`config.mk`:
```
export PLATFORM = sky130hd
export DESIGN_NAME = ddr3_cmd_arbiter
export DESIGN_NICKNAME = d
export VERILOG_FILES = /design/src/rtl/ddr3_cmd_arbiter.sv
export SDC_FILE = /design/constraint.sdc
export NUM_CORES = 1
export LEC_CHECK = 0
export CAP_MARGIN = 20
export CORE_AREA = 3 3 368 370
export CTS_BUF_LIST = sky130_fd_sc_hd__clkbuf_8
export DETAILED_ROUTE_END_ITERATION = 8
export DIE_AREA = 0 0 371 373
export PLACE_DENSITY = 0.36
export SYNTH_ARGS = -nofsm -noshare
export SYNTH_HDL_FRONTEND = slang
export SYNTH_SLANG_ARGS = --single-unit
```
`constraint.sdc`:
```
create_clock -name dma_clk -period 3.3 [get_ports dma_clk]
set_clock_uncertainty 0.2 [all_clocks]
set_input_delay 0.33 -clock dma_clk [delete_from_list [all_inputs] [get_ports dma_clk]]
set_output_delay 0.33 -clock dma_clk [all_outputs]
set_load 0.005 [all_outputs]
```
`src/rtl/ddr3_cmd_arbiter.sv`:
```
// Two-master arbiter for the DDR3 user interface, with a FIFO tracking which master owns each outstanding read.
// Define ARB_M0_PRIORITY_EN for strict m0 priority; the default build is round-robin.
module ddr3_cmd_arbiter #(
   parameter int ADDR_WIDTH    = 28,
   parameter int DATA_WIDTH    = 128,
   parameter int RD_FIFO_DEPTH = 4
) (
   input  logic                    dma_clk,
   input  logic                    ddr_rst,
   input  logic                    init_calib_complete,
   // master 0
   input  logic                    m0_cmd_en,
   input  logic [2:0]              m0_cmd,
   input  logic [ADDR_WIDTH-1:0]   m0_addr,
   input  logic [5:0]              m0_app_burst_number,
   output logic                    m0_cmd_ready,
   input  logic                    m0_wr_data_en,
   input  logic                    m0_wr_data_end,
   input  logic [DATA_WIDTH-1:0]   m0_wr_data,
   input  logic [DATA_WIDTH/8-1:0] m0_wr_data_mask,
   output logic                    m0_wr_data_rdy,
   output logic                    m0_rd_data_valid,
   output logic                    m0_rd_data_end,
   output logic [DATA_WIDTH-1:0]   m0_rd_data,
   // master 1
   input  logic                    m1_cmd_en,
   input  logic [2:0]              m1_cmd,
   input  logic [ADDR_WIDTH-1:0]   m1_addr,
   input  logic [5:0]              m1_app_burst_number,
   output logic                    m1_cmd_ready,
   input  logic                    m1_wr_data_en,
   input  logic                    m1_wr_data_end,
   input  logic [DATA_WIDTH-1:0]   m1_wr_data,
   input  logic [DATA_WIDTH/8-1:0] m1_wr_data_mask,
   output logic                    m1_wr_data_rdy,
   output logic                    m1_rd_data_valid,
   output logic                    m1_rd_data_end,
   output logic [DATA_WIDTH-1:0]   m1_rd_data,
   // DDR3 user side
   input  logic                    cmd_ready,
   input  logic                    wr_data_rdy,
   input  logic                    rd_data_valid,
   input  logic                    rd_data_end,
   input  logic [DATA_WIDTH-1:0]   rd_data,
   output logic                    cmd_en,
   output logic [2:0]              cmd,
   output logic [ADDR_WIDTH-1:0]   addr,
   output logic [5:0]              app_burst_number,
   output logic                    wr_data_en,
   output logic                    wr_data_end,
   output logic [DATA_WIDTH-1:0]   wr_data,
   output logic [DATA_WIDTH/8-1:0] wr_data_mask,
   output logic                    err_rd_orphan
);

   localparam int PW = (RD_FIFO_DEPTH > 1) ? $clog2(RD_FIFO_DEPTH) : 1;
   localparam int CW = $clog2(RD_FIFO_DEPTH + 1);
   localparam logic [2:0] CMD_WR = 3'b000;
   localparam logic [2:0] CMD_RD = 3'b001;

   typedef enum logic [1:0] {S_IDLE, S_CMD, S_WDATA} state_t;

   state_t         state_q, state_d;
   logic           gnt_q, gnt_d;
`ifndef ARB_M0_PRIORITY_EN
   logic           last_q, last_d;
`endif
   logic [PW-1:0]  wp_q, wp_d, rp_q, rp_d;
   logic [CW-1:0]  cnt_q, cnt_d;
   logic           own_q [RD_FIFO_DEPTH];
   logic           err_q, err_d;
   logic           push, pop, full, empty, elig0, elig1, pick, head;
   logic           sel_en;
   logic [2:0]     sel_cmd;

   function automatic logic [PW-1:0] nxt(input logic [PW-1:0] p);
      return (p == PW'(RD_FIFO_DEPTH - 1)) ? '0 : p + 1'b1;
   endfunction

   assign full    = (cnt_q == CW'(RD_FIFO_DEPTH));
   assign empty   = (cnt_q == '0);
   assign head    = own_q[rp_q];
   assign elig0   = m0_cmd_en && ((m0_cmd != CMD_RD) || !full);
   assign elig1   = m1_cmd_en && ((m1_cmd != CMD_RD) || !full);
   assign sel_en  = gnt_q ? m1_cmd_en : m0_cmd_en;
   assign sel_cmd = gnt_q ? m1_cmd : m0_cmd;
`ifdef ARB_M0_PRIORITY_EN
   assign pick = !elig0;
`else
   // on a tie the master that did not win last time goes next
   assign pick = (elig0 && elig1) ? !last_q : !elig0;
`endif

   always_comb begin
      state_d          = state_q;
      gnt_d            = gnt_q;
`ifndef ARB_M0_PRIORITY_EN
      last_d           = last_q;
`endif
      err_d            = err_q;
      push             = 1'b0;
      pop              = 1'b0;
      m0_cmd_ready     = 1'b0;
      m1_cmd_ready     = 1'b0;
      m0_wr_data_rdy   = 1'b0;
      m1_wr_data_rdy   = 1'b0;
      m0_rd_data_valid = 1'b0;
      m1_rd_data_valid = 1'b0;
      m0_rd_data_end   = 1'b0;
      m1_rd_data_end   = 1'b0;
      m0_rd_data       = '0;
      m1_rd_data       = '0;
      cmd_en           = 1'b0;
      cmd              = '0;
      addr             = '0;
      app_burst_number = '0;
      wr_data_en       = 1'b0;
      wr_data_end      = 1'b0;
      wr_data          = '0;
      wr_data_mask     = '0;
      err_rd_orphan    = 1'b0;
      if (!ddr_rst) begin
         m0_rd_data    = rd_data;
         m1_rd_data    = rd_data;
         err_rd_orphan = err_q;
         case (state_q)
            S_IDLE: begin
               if (init_calib_complete && (elig0 || elig1)) begin
                  gnt_d   = pick;
`ifndef ARB_M0_PRIORITY_EN
                  last_d  = pick;
`endif
                  state_d = S_CMD;
               end
            end
            S_CMD: begin
               cmd_en           = sel_en;
               cmd              = sel_cmd;
               addr             = gnt_q ? m1_addr : m0_addr;
               app_burst_number = gnt_q ? m1_app_burst_number : m0_app_burst_number;
               if (gnt_q) m1_cmd_ready = cmd_ready;
               else       m0_cmd_ready = cmd_ready;
               if (sel_en && cmd_ready) begin
                  if (sel_cmd == CMD_RD) begin
                     push    = 1'b1;
                     state_d = S_IDLE;
                  end else if (sel_cmd == CMD_WR) begin
                     state_d = S_WDATA;
                  end else begin
                     state_d = S_IDLE;
                  end
               end
            end
            S_WDATA: begin
               wr_data_en   = gnt_q ? m1_wr_data_en   : m0_wr_data_en;
               wr_data_end  = gnt_q ? m1_wr_data_end  : m0_wr_data_end;
               wr_data      = gnt_q ? m1_wr_data      : m0_wr_data;
               wr_data_mask = gnt_q ? m1_wr_data_mask : m0_wr_data_mask;
               if (gnt_q) m1_wr_data_rdy = wr_data_rdy;
               else       m0_wr_data_rdy = wr_data_rdy;
               if (wr_data_en && wr_data_rdy && wr_data_end) state_d = S_IDLE;
            end
            default: state_d = S_IDLE;
         endcase
         // read returns are independent of the command FSM
         if (rd_data_valid) begin
            if (empty) begin
               err_d = 1'b1;
            end else begin
               if (head) begin
                  m1_rd_data_valid = 1'b1;
                  m1_rd_data_end   = rd_data_end;
               end else begin
                  m0_rd_data_valid = 1'b1;
                  m0_rd_data_end   = rd_data_end;
               end
               pop = rd_data_end;
            end
         end
      end
   end

   assign wp_d  = push ? nxt(wp_q) : wp_q;
   assign rp_d  = pop  ? nxt(rp_q) : rp_q;
   assign cnt_d = cnt_q + CW'(push) - CW'(pop);

   always_ff @(posedge dma_clk) begin
      if (ddr_rst) begin
         state_q <= S_IDLE;
         gnt_q   <= 1'b0;
`ifndef ARB_M0_PRIORITY_EN
         last_q  <= 1'b1;
`endif
         wp_q    <= '0;
         rp_q    <= '0;
         cnt_q   <= '0;
         err_q   <= 1'b0;
      end else begin
         state_q <= state_d;
         gnt_q   <= gnt_d;
`ifndef ARB_M0_PRIORITY_EN
         last_q  <= last_d;
`endif
         wp_q    <= wp_d;
         rp_q    <= rp_d;
         cnt_q   <= cnt_d;
         err_q   <= err_d;
      end
   end

   always_ff @(posedge dma_clk) begin
      if (push) own_q[wp_q] <= gnt_q;
   end

endmodule

```
==> metrics.cfg, run 1 <==
[routing]
wl_per_cell_um=30.2
postRouteAntennaNets=0
routed_wl_um=101000
drc=0
dr.first_iter.drc_count=491
dr.pass1.iters=5
viasPerCell=2.69
dr_total_vias=9029

[clock_tree]
cts_hold_buf=0
clock-sinks=18
cts_tree=built
clk_path_buf_depth=2
post_cts_resized=0
cts-root-buf=clkbuf_8
path_clk_slew_ns=0.07
clock_latency_ns=0.25
postCtsSetupBuffers=0
cts-htree-levels=1
cts_buffers=3

[synthesis]
seq_area_frac_synth_pct=7.22
synth_cell_types=40
synth.most_common_cell=nor2_1
synth_commonest_cells=194 x nor2_1, 183 x mux2i_1, 135 x nor2b_1, 130 x buf_4, 24 x buf_2
synth_largest_area_cell=mux2i_1
synth_area_um2=5550
netlist.area_leader.share_pct=33.0
ys.flop_type=dfxtp_1
synth_edf_count=4
synth_async_sr_flop_share_pct=0
syn_inst=782
avgSynthCellArea_um2=7.09
synthTopCellsByArea=mux2i_1 33%, buf_4 18%, nor2b_1 15%
synth_nets=1292
ys_ff_latch=18
ys.warnings.count=0

[floorplan]
dieArea_um2=138000
core_area_um2=133000
die_h_um=373
start_util_pct=4.17
rows=134
die_w_um=371
ios=952

[layout]
fin_util_pct=12.3
syn_to_final_growth_pct=195
layout.nets=2080
fillers=15300
drive_gt1_share_pct=2.42

[power_and_ir_drop]
power_density_nw_per_um2=127
ir_drop_mv=0.0643
leakagePower_nw=5.18

[global_routing]
grt_first_pass_wirelength_um=120000
grtUsageTotal_pct=13.8
grt_pass1_vias=9032
grt_max_degree=82
grt-ovfl-total=0
antenna_found_initial=118

[setup_path]
crit_path_end_kind=output port
critPathSlowestCell=clkdlybuf4s50_1
cp_cell_sequence=nand2b_1, or2_4, buf_12, nor2_1, clkdlybuf4s50_1
crit_buf_inv=2
cp.required_ns=2.77
critPathTopFamily=buffers and inverters
cpPeakStageDelay_ns=0.54
worst-path-max-fanout=81
critPathLaunchType=register
setup.worst_path.class=register to output port
cp_data_arrival_time_ns=2.36

[job]
drv_cap=0

[sta]
grt_setup_unrepaired=false
period_share_pct=87.6
maxSlewHeadroom_pct=56.0
tns_ns=0
max_freq_mhz=346
setup_viol=0
finalMaxSlewViolations=0
period_minus_slack_ns=2.89
worst_pin_slew_ns=0.658
final-hold-violation-count=0

[placed_design]
place_congestion=0.857
portBuffers=951
dp_hpwl_um=93900

[outcome]
status=finished, final reports clean

[worst_hold_path]
min_path_type=input pin to register

[kinds of logic after synthesis]
group           after synthesis  share of synthesized area [%]
mux                         186                           33.8
flops                        18                           7.22
fa+ha+maj                     7                           1.71
buf+inv                     190                           22.2
simple gates                361                           32.3
compound gates               17                           2.26
xor+xnor                      3                          0.474
[report_power, final]
part           switching [mW]  total, mW  internal, mW
sequential             0.0121      0.242         0.230
clock                  0.0794      0.162        0.0828
combinational           0.646       1.68          1.03
[path summary, 6_finish.rpt]
path	start	endpoint	slack, ns	cells past startpoint
setup / recovery	state_q[0]	wr_data[117]	0.41	5
hold / removal	ddr_rst	err_q	0.17	2
setup reg to reg	gnt_q	cnt_q[2]	0.59	8
hold reg to reg	err_q	err_q	0.27	2
[cell usage in the layout, fill, tap and decap left out, drive strengths merged, types with 4 or more instances in the layout]
master	count
a21oi	6
and3	6
buf	24
clkdlybuf4s50	946
dfxtp	14
diode	18
edfxtp	4
ha	6
mux2i	183
nand2	5
nor2	194
nor2b	135
[cell type report]
type	count	area, um2	share of cell area (%)
timing repair buffer	970	9740	59.5
tap	1768	2210	13.5
multi-input combinational	574	3920	23.9
inverter	3	11.3	0.0688
clock buffer	3	41.3	0.252
sequential	18	404	2.47
antenna	18	45.0	0.275
clock inverter	1	3.75	0.0229
[metal layers]
metal	part of all wire, %	track usage [%]
met1	36	14.3
met2	50	25.0
met3	12	8.05
met4	1.5	0.961
met5	0.37	0
[through the flow]
stage	cell area (um2)	total power, mW	worst slack, ns	hold slack (ns)	cells
global placement	16300	1.97	0.377	0.257	3333
floorplan	5550	0.776	0.914	0.229	782
detailed placement	16300	1.95	0.441	0.256	3333
global route	16300	2.21	0.262	0.177	3338
finish	16400	2.08	0.410	0.170	3355
CTS	16300	2.14	0.347	0.170	3337
Note: power is estimated with default switching activity, not from simulation.
==> run 2: changes to the inputs <==
==> constraint.sdc (replaced) <==
create_clock -name dma_clk -period 2.9 [get_ports dma_clk]
set_clock_uncertainty 0.2 [all_clocks]
set_input_delay 0.29 -clock dma_clk [delete_from_list [all_inputs] [get_ports dma_clk]]
set_output_delay 0.29 -clock dma_clk [all_outputs]
set_load 0.005 [all_outputs]
==> run 2 against run 1 <==
Net effect: core utilization grew 0.20 points; via count grew 1.4%; total power increased by 17%; worst hold slack worse by 0.11 ns; global-route usage is essentially flat; combinational power increased by 16%; routed wire length about the same; register-to-register slack got worse by 0.13 ns; setup slack worse by 0.35 ns; clock-buffer cell count increased by 1; cell area rose by 1.6%; die area did not move.
==> metrics.cfg, run 2 (same netlist as run 1, synthesis figures left out) <==
[floorplan]
die_w_um=371
rows=134
dieArea_um2=138000
die_h_um=373
core_area_um2=133000
start_util_pct=4.17
ios=952

[clock_tree]
cts-htree-levels=1
clock-sinks=18
post_cts_resized=0
cts_buffers=3
cts_hold_buf=0
cts-root-buf=clkbuf_8
path_clk_slew_ns=0.07
postCtsSetupBuffers=0
clk_path_buf_depth=2
clock_latency_ns=0.25
cts_tree=built

[routing]
viasPerCell=2.71
postRouteAntennaNets=0
dr.first_iter.drc_count=479
routed_wl_um=101000
dr.pass1.iters=4
wl_per_cell_um=30.0
drc=0
dr_total_vias=9156

[layout]
syn_to_final_growth_pct=200
layout.nets=2098
layout_commonest_cell=clkdlybuf4s50_1
drive_gt1_share_pct=4.10
final_cell_mix=938 x clkdlybuf4s50_1, 194 x nor2_1, 183 x mux2i_1

[setup_path]
cpPeakStageDelay_ns=0.46
cp_cell_sequence=buf_12, buf_12, mux2i_1, nor2_1, clkdlybuf4s50_1
startpoint=gnt_q
critPathSlowestCell=mux2i_1
cp.required_ns=2.41
setup.worst_path.class=register to output port
crit_path_end_kind=output port
critPathLaunchType=register
cpMostUsedCell=buf_12
worstReg2RegStart=gnt_q
cp_data_arrival_time_ns=2.35
worst-path-max-fanout=42

[sta]
finalMaxSlewViolations=0
max_freq_mhz=352
whs_ns=0.0608
final-hold-violation-count=0
period_minus_slack_ns=2.84
setup_viol=0
tns_ns=0
grt_setup_unrepaired=false
period_share_pct=98.0
maxSlewHeadroom_pct=58.4
worst_pin_slew_ns=0.624

[worst_hold_path]
min_path_type=input pin to register
hp-start=ddr_rst

[global_routing]
antenna_found_initial=126
grt_first_pass_wirelength_um=120000
grtUsageTotal_pct=13.9
grt_max_degree=108
grt-ovfl-total=0
grt_pass1_vias=9285

[placed_design]
portBuffers=951
place_congestion=0.864
dp_hpwl_um=94000

[power_and_ir_drop]
ir_drop_mv=0.0997
leakagePower_nw=5.33
power_density_nw_per_um2=146

[outcome]
status=finished, final reports clean

[job]
drv_cap=0

[run 2: power breakdown]
group	leakage [nW]	switching (mW)	internal [mW]
clock	0.0289	0.0875	0.121
combinational	5.15	0.755	1.20
sequential	0.151	0.00791	0.262
total	5.33	0.850	1.58
[run 2: critical path: cells and delay by family, from the launching register on]
family | cells | cell delay [ns]
buffers and inverters | 3 | 0.96
muxes | 1 | 0.46
DFF | 1 | 0.43
and+or+nand+nor | 1 | 0.08
[run 2: metal layers]
layer  routed length, um  global-route usage (%)  vias up  part of all wire, %
met5                 425                       0        -                 0.42
met4                2290                    2.00       62                  2.3
met3               14100                    9.31      180                   14
met2               49500                    24.5      670                   49
met1               35000                    13.6     4173                   34
li1                    -                       -     4071                    -
[run 2: layout make-up]
cell class,count,area (um2)
Fill cell,15300,116000
Tap cell,1768,2210
Timing Repair Buffer,988,9960
Clock buffer,4,55.1
Inverter,3,11.3
Antenna cell,29,72.6
Sequential cell,18,404
Multi-Input combinational cell,574,3920
[run 2: final timing paths]
| check | cells past startpoint | endpoint | slack [ns] |
|---|---|---|---|
| setup / recovery | 5 | wr_data[24] | 0.06 |
| hold / removal | 2 | err_q | 0.06 |
| setup reg to reg | 8 | cnt_q[2] | 0.46 |
| hold reg to reg | 2 | err_q | 0.27 |
[run 2: stage by stage]
stage / power (mW) / utilization [%] / instances / instance area [um2] / setup slack, ns
3_5_place_dp: 2.26 / 12.4 / 3351 / 16500 / 0.125
4_1_cts: 2.49 / 12.5 / 3355 / 16600 / 0.0683
6_report: 2.43 / 12.5 / 3384 / 16600 / 0.0584
2_1_floorplan: 0.883 / - / 782 / 5550 / 0.514
3_3_place_gp: 2.27 / 12.4 / 3351 / 16500 / 0.0000335
5_1_grt: 2.58 / 12.5 / 3357 / 16600 / 0.00924
